<file path="config.mk">
export PLATFORM = sky130hd
export DESIGN_NAME = struct_lane_reader
export DESIGN_NICKNAME = d
export VERILOG_FILES = /design/src/rtl/struct_lane_reader.sv
export SDC_FILE = /design/constraint.sdc
export NUM_CORES = 1
export LEC_CHECK = 0
export CORE_ASPECT_RATIO = 1.5
export CORE_MARGIN = 2
export CORE_UTILIZATION = 45
export CTS_BUF_LIST = sky130_fd_sc_hd__clkbuf_16
export CTS_CLUSTER_DIAMETER = 40
export CTS_CLUSTER_SIZE = 28
export DETAILED_ROUTE_END_ITERATION = 12
export DONT_BUFFER_PORTS = 1
export PLACE_DENSITY = 0.56
export SETUP_SLACK_MARGIN = 0.1
export SYNTH_ARGS = -nofsm -noshare
export SYNTH_HDL_FRONTEND = slang
export SYNTH_SLANG_ARGS = --single-unit
</file>
<file path="constraint.sdc">
create_clock -name clk -period 3.4 [get_ports clk]
set_clock_uncertainty 0.15 [all_clocks]
set_input_delay 0.17 -clock clk [delete_from_list [all_inputs] [get_ports clk]]
set_output_delay 0.17 -clock clk [all_outputs]
set_load 0.03 [all_outputs]
</file>
<file path="src/rtl/struct_lane_reader.sv">
// struct_lane_reader
//   Read-side companion to the packed-struct lane writer. Captures a packed frame
//   {hdr, data[0:LANES-1], trl} in one cycle, then streams `count` lanes out over a
//   valid/ready port, starting at a dynamic lane index.
//
// Optional feature macro: STRUCT_LANE_READER_OOR_EN
//   defined   : oor_o port exists; out-of-range beats carry data_o = 0.
//   undefined : no oor_o port; out-of-range beats carry data_o = all-X.
//
// Ports
//   clk      : clock, all state on rising edge
//   rst      : asynchronous active-high reset
//   load_i   : capture frame/start/count (honoured only in idle)
//   frame_i  : packed frame, hdr in MSBs, trl in LSBs
//   start_i  : first lane index to emit
//   count_i  : number of lanes to emit (0 = capture only)
//   busy_o   : high while streaming
//   hdr_o    : captured hdr field
//   trl_o    : captured trl field
//   valid_o  : lane beat valid
//   ready_i  : consumer accepts beat
//   data_o   : lane data of current beat (0 when not valid)
//   idx_o    : index of current beat
//   last_o   : current beat is the final one of the burst
//   oor_o    : current beat index >= LANES (macro only)

module struct_lane_reader #(
  parameter int unsigned LANES  = 4,
  parameter int unsigned LANE_W = 8,
  parameter int unsigned IDX_W  = 3
) (
  input  logic                         clk,
  input  logic                         rst,
  input  logic                         load_i,
  input  logic [(LANES+2)*LANE_W-1:0]  frame_i,
  input  logic [IDX_W-1:0]             start_i,
  input  logic [IDX_W:0]               count_i,
  output logic                         busy_o,
  output logic [LANE_W-1:0]            hdr_o,
  output logic [LANE_W-1:0]            trl_o,
  output logic                         valid_o,
`ifdef STRUCT_LANE_READER_OOR_EN
  output logic                         oor_o,
`endif
  output logic [LANE_W-1:0]            data_o,
  output logic [IDX_W-1:0]             idx_o,
  output logic                         last_o,
  input  logic                         ready_i
);

  localparam int unsigned FrameW = (LANES + 2) * LANE_W;

  typedef enum logic [0:0] {StIdle, StStream} state_e;

  state_e              state_q, state_d;
  logic [FrameW-1:0]   frame_q, frame_d;
  logic [IDX_W-1:0]    idx_q, idx_d;
  logic [IDX_W:0]      rem_q, rem_d;

  logic                accept;
  logic                rem_is_one;
  logic                in_range;
  logic [LANE_W-1:0]   lane_data;

  assign accept     = (state_q == StStream) & ready_i;
  assign rem_is_one = (rem_q == {{IDX_W{1'b0}}, 1'b1});

  // State register
  always_ff @(posedge clk or posedge rst) begin
    if (rst) begin
      state_q <= StIdle;
    end else begin
      state_q <= state_d;
    end
  end

  // Datapath registers
  always_ff @(posedge clk or posedge rst) begin
    if (rst) begin
      frame_q <= '0;
      idx_q   <= '0;
      rem_q   <= '0;
    end else begin
      frame_q <= frame_d;
      idx_q   <= idx_d;
      rem_q   <= rem_d;
    end
  end

  // Next-state logic
  always_comb begin
    state_d = state_q;
    unique case (state_q)
      StIdle: begin
        if (load_i && (count_i != '0)) begin
          state_d = StStream;
        end
      end
      StStream: begin
        if (accept && rem_is_one) begin
          state_d = StIdle;
        end
      end
      default: state_d = StIdle;
    endcase
  end

  // Datapath next-state: the frame is only writable in idle, so it stays frozen mid-burst.
  always_comb begin
    frame_d = frame_q;
    idx_d   = idx_q;
    rem_d   = rem_q;
    if ((state_q == StIdle) && load_i) begin
      frame_d = frame_i;
      idx_d   = start_i;
      rem_d   = count_i;
    end else if (accept) begin
      // Index wraps modulo 2**IDX_W, deliberately not modulo LANES.
      idx_d = idx_q + IDX_W'(1);
      rem_d = rem_q - (IDX_W + 1)'(1);
    end
  end

  // Lane extraction: data[i] sits directly below hdr and ascends toward trl.
  always_comb begin
    lane_data = '0;
    in_range  = 1'b0;
    for (int unsigned i = 0; i < LANES; i++) begin
      if (idx_q == IDX_W'(i)) begin
        lane_data = frame_q[(LANES - i) * LANE_W +: LANE_W];
        in_range  = 1'b1;
      end
    end
  end

  // Output logic
  always_comb begin
    busy_o  = (state_q == StStream);
    valid_o = (state_q == StStream);
    last_o  = valid_o & rem_is_one;
    idx_o   = idx_q;
    hdr_o   = frame_q[FrameW-1 -: LANE_W];
    trl_o   = frame_q[LANE_W-1:0];
    data_o  = '0;
    if (valid_o) begin
      if (in_range) begin
        data_o = lane_data;
      end else begin
`ifdef STRUCT_LANE_READER_OOR_EN
        data_o = '0;
`else
        data_o = {LANE_W{1'bx}};
`endif
      end
    end
`ifdef STRUCT_LANE_READER_OOR_EN
    oor_o = valid_o & ~in_range;
`endif
  end

endmodule
</file>
=== Word-level counts from Yosys, hierarchy flattened ===
Index checks and enable logic that the tools add are counted.

* Bitwise gates (word level): 3
* Reduce and logical (&&, ||, !) cells: 6
* Mux-type cells: 17
* Add/subtract/negate cells: 2
* Eq/ne operators: 4

{| class="wikitable"
|+ Operator list
! cell !! count
|-
| 8-bit 2-to-1 mux || 6
|-
| 4-bit 2-to-1 mux || 2
|-
| 3-bit by 2-bit equality test with 1-bit output, second input constant || 2
|-
| 1-bit 2-to-1 mux || 6
|-
| 3-bit 2-to-1 mux || 2
|-
| 4-bit by 1-bit equality test with 1-bit output, second input constant || 1
|-
| 4-bit nonzero test || 1
|-
| 4-bit by 1-bit subtractor with 4-bit output, second input constant || 1
|-
| 3-bit by 1-bit adder with 3-bit output, second input constant || 1
|-
| 3-bit by 1-bit equality test with 1-bit output, second input constant || 1
|-
| 1-bit logical AND || 3
|-
| 3-bit logical NOT || 1
|-
| 1-bit bitwise AND || 2
|-
| 1-bit one-hot mux with 2 select lines || 1
|-
| 2-bit nonzero test || 1
|-
| 1-bit NOT || 1
|}

* Word-level logic and storage cells: 36
* Input port bits: 59
* Output and inout port bits: 30
* Register bits: 56

=== Depth between registers and ports, before layout ===
* Word-level depth: 7
* Mapped depth: 8

=== Worst setup path after synthesis ===
Ideal clock, no wire load.

* Kind: register -> output
* From: register idx_q[2], in the netlist idx_o[2]
* To: output data_o[1]
* Slack: 1.039 ns
* Data arrival time: 2.041 ns
* Path buffers: 3
* Required time: 3.080 ns
* Cell stages (with the launch flop): 9
* Cells stage by stage: dfrtp_1 -> clkbuf_1 -> inv_1 -> ha_1 -> buf_6 -> or2_1 -> buf_6 -> a221o_1 -> and3_1

* Cells in the longest elaborated chain, start to end: 7
* Elaborated cells between the ends (all ways): 10
* Classes of those cells: eq/ne (3); mux (6); reduce/logical (1)

{| class="wikitable"
|+ Ends and longest elaborated chain
! element !! RTL line !! RTL
|-
| start: declaration || 57 || <nowiki>logic [IDX_W-1:0] idx_q, idx_d;</nowiki>
|-
| start signal: assignment || 85 || <nowiki>idx_q <= idx_d;</nowiki>
|-
| 3-bit logical NOT || 129 || <nowiki>if (idx_q == IDX_W'(i)) begin</nowiki>
|-
| 8-bit 2-to-1 mux (3 in a row) || 129 ||
|-
| 8-bit 2-to-1 mux (*) || 129 ||
|-
| 8-bit 2-to-1 mux (*) || 146 || <nowiki>if (in_range) begin</nowiki>
|-
| 8-bit 2-to-1 mux (*) || 145 || <nowiki>if (valid_o) begin</nowiki>
|-
| end: declaration || 45 || <nowiki>output logic [LANE_W-1:0] data_o,</nowiki>
|}

Mark *: on every way between the ends. The rest lies on a longest branch, timed or not. The select of a mux whose other input is x is not followed.

=== Worst setup path after layout ===
* From: register idx_q[2], in the netlist idx_o[2]
* To: output data_o[7]

The elaborated chain is that of the path after synthesis.

==> key figures <==
Clocking
  – Htree depth: 2
  – Worst skew pair latency: 0.29 ns
  – Total clock sinks: 56
  – Post-CTS Setup Inserts: 0
  – Clock tree from TritonCTS: built
  – Num CTS Buffers: 5
  – Clock tree buffer depth: 2
  – Clock edge transition at the registers on the reported setup and hold paths: 0.07 ns
  – Clock Tree Root: clkbuf_16

Layout
  – Final std cell area, no fill: 3450 sq um
  – Layout cells sized above 1: 0.0418
  – Multi-input gate area: 1120 sq um
  – Sequential Area: 1400 sq um
  – Final antenna diode count: 0
  – FILL cells: 570
  – NumNets Final: 424
  – Layout area overhead: 24.4%
  – Non-filler cells, final: 433

Power and ir drop
  – LEAKAGE: 1.71 nW
  – Pwr per Cell Area: 927 nW/um^2
  – Worst VDD drop: 430 uV

STA
  – Final setup TNS: 0 ns
  – # setup viols final: 0
  – Worst Max-Slew Pin Slew: 1.07 ns
  – Count of final hold-check violations: 0
  – Max-Slew Margin vs Limit: 0.284
  – Period minus WS final: 2.83 ns
  – RSZ-0062 raised after global routing: no
  – Period utilization: 0.832
  – Max Fclk: 0.353 GHz
  – Hold WS: 0.0243 ns
  – Max-slew violations: 0

Place
  – Port Buffer Count: 0
  – Gpl congestion: 0.709
  – Dpl cell area: 2660 sq um
  – Placed wire-length estimate: 4260 microns
  – Placed Cells: 363

Global routing
  – Gr usage total: 0.200
  – First-pass GRT wire length: 10200 microns
  – Initial antenna violation count: 0
  – Vias in the first global route: 2175
  – Largest net degree at the start of global routing: 51
  – Grt total ovfl: 0

Route
  – Vias per cell: 5.01
  – Final ANT Viol Nets: 0
  – WL per Instance: 15.2 microns
  – # DRC: 0
  – Final wirelength: 6590 microns
  – Vias: 2168
  – 1st-pass router iterations: 4
  – Initial detailed-routing violation count: 108

Floorplan
  – Core area: 6040 sq um
  – Die area: 6820 sq um
  – Starting Density: 0.459
  – Chip Height: 100 microns
  – Site row count: 35
  – Die Wd: 68.1 microns
  – I/O pins: 89

Worst setup path
  – Critical path arrival: 2.51 ns
  – Req. time, crit path: 3.08 ns
  – CP max FO: 17
  – Startpoint types: flop
  – Worst setup path category: flop to output pin
  – Critical path capture point type: output pin
  – R2R Setup Slk: 0.82 ns

Worst hold path
  – Worst Hold Class: primary input to flop

Job
  – Max-cap viol count: 0

Synth
  – Async SR Flop Fraction: 1.00
  – Post-synthesis cell type count: 30
  – Yosys warns: 0
  – Sequential area share after synthesis: 0.506
  – Prevailing post-synth register cell: dfrtp_1
  – Synthesized area per cell: 8.55 sq um
  – Yosys reg bits: 56
  – Syn_nets: 390
  – Synthesized cell area: 2770 sq um
  – Number of flops mapped to enable cells by yosys: 0
  – Gate Count Post-Synth: 324

Run status
  – Outcome: finished, final reports clean
==> worst paths after layout <==
| kind | cells past startpoint | from | end |
|---|---|---|---|
| min in group asynchronous | 2 | rst | frame_q[30]$_DFFE_PP0P_ |
| worst max register to register | 3 | busy_o$_DFF_PP0_ | rem_q[2]$_DFFE_PP0P_ |
| worst min register to register | 2 | frame_q[31]$_DFFE_PP0P_ | frame_q[31]$_DFFE_PP0P_ |
| worst max-delay path | 5 | idx_o[2]$_DFFE_PP0P_ | data_o[7] |
| max in group asynchronous | 3 | rst | frame_q[17]$_DFFE_PP0P_ |
| worst min-delay path | 3 | load_i | rem_q[3]$_DFFE_PP0P_ |
==> per-stage QoR <==
step	util	power, mW	setup slack, ns
final	0.570	3.19	0.571
after global routing	0.570	3.43	0.425
after CTS	0.570	3.23	0.551
after detailed placement	0.440	2.55	0.879
after global placement	0.440	2.52	0.909
after floorplan	-	2.46	1.04
==> Yosys cell counts, drive strengths merged, types with 2 or more instances <==
cell	n	area, sq um
and3	8	50.1
inv	6	22.5
clkbuf	6	22.5
a221o	9	90.1
o22ai	2	12.5
dfrtp	56	1400
nor2	2	7.51
nand2	157	589
o31ai	8	60.1
buf	32	215
nor2b	11	68.8
a21oi	5	25.0
ha	7	87.6
==> critical path: stages, from the launching register on <==
cell     delay [ns]
dfrtp_1        0.72
inv_1          0.10
ha_1           0.41
or2_1          0.41
a221o_1        0.30
and3_1         0.28
==> metal layers <==
metal	GRT usage	share of wire	vias up
li1	-	-	1080
met1	0.238	0.42	1021
met2	0.353	0.52	60
met3	0.0392	0.047	7
met4	0.0600	0.013	0
met5	0	0	-
==> logic make-up (layout without fill, tap and decap cells) <==
| kind of cell | after synthesis | count (layout) | share of synthesized area |
|---|---|---|---|
| multiplexers | 1 | 1 | 0.00361 |
| AO/OA/AOI/OAI | 29 | 29 | 0.0826 |
| flip-flops | 56 | 56 | 0.506 |
| buffers and inverters | 44 | 79 | 0.0939 |
| AND/OR/NAND/NOR | 186 | 186 | 0.279 |
| XOR/XNOR | 1 | 1 | 0.00316 |
| adder cells (fa/ha/maj) | 7 | 7 | 0.0316 |
==> repair_timing <==
item                                   4_1_cts  5_1_grt
gates resized for setup                      0        0
endpoints found under the hold margin       99        0
hold buffers                                62        0
==> power breakdown <==
part	leakage [nW]	switching (mW)	internal, mW
clock	0.0798	0.233	0.346
sequential	0.687	0.465	0.976
combinational	0.947	0.706	0.468
==> final cells by class <==
class	instances	area share
Clock inverter	3	0.0123
Multi-Input combinational cell	224	0.325
Sequential cell	56	0.407
Clock buffer	5	0.0363
Tap cell	74	0.0269
Timing Repair Buffer	65	0.187
Inverter	6	0.00653
==> state kept, by name (all words and copies together) (netlist names) <==
register	count
busy_o	1
frame_q	48
idx_o	3
rem_q	4
==> cell usage in the layout (no fill, tap or decap), types with 2 or more instances in the layout <==
cell type / n
nand2_1: 157
dlygate4sd3_1: 62
dfrtp_1: 56
nor2b_1: 10
a221o_1: 9
o31ai_1: 8
and3_1: 8
ha_1: 7
inv_1: 5
a21oi_1: 5
clkbuf_16: 5
buf_4: 3
o22ai_1: 2
nor2_1: 2
(Power assumes the default switching activity.)
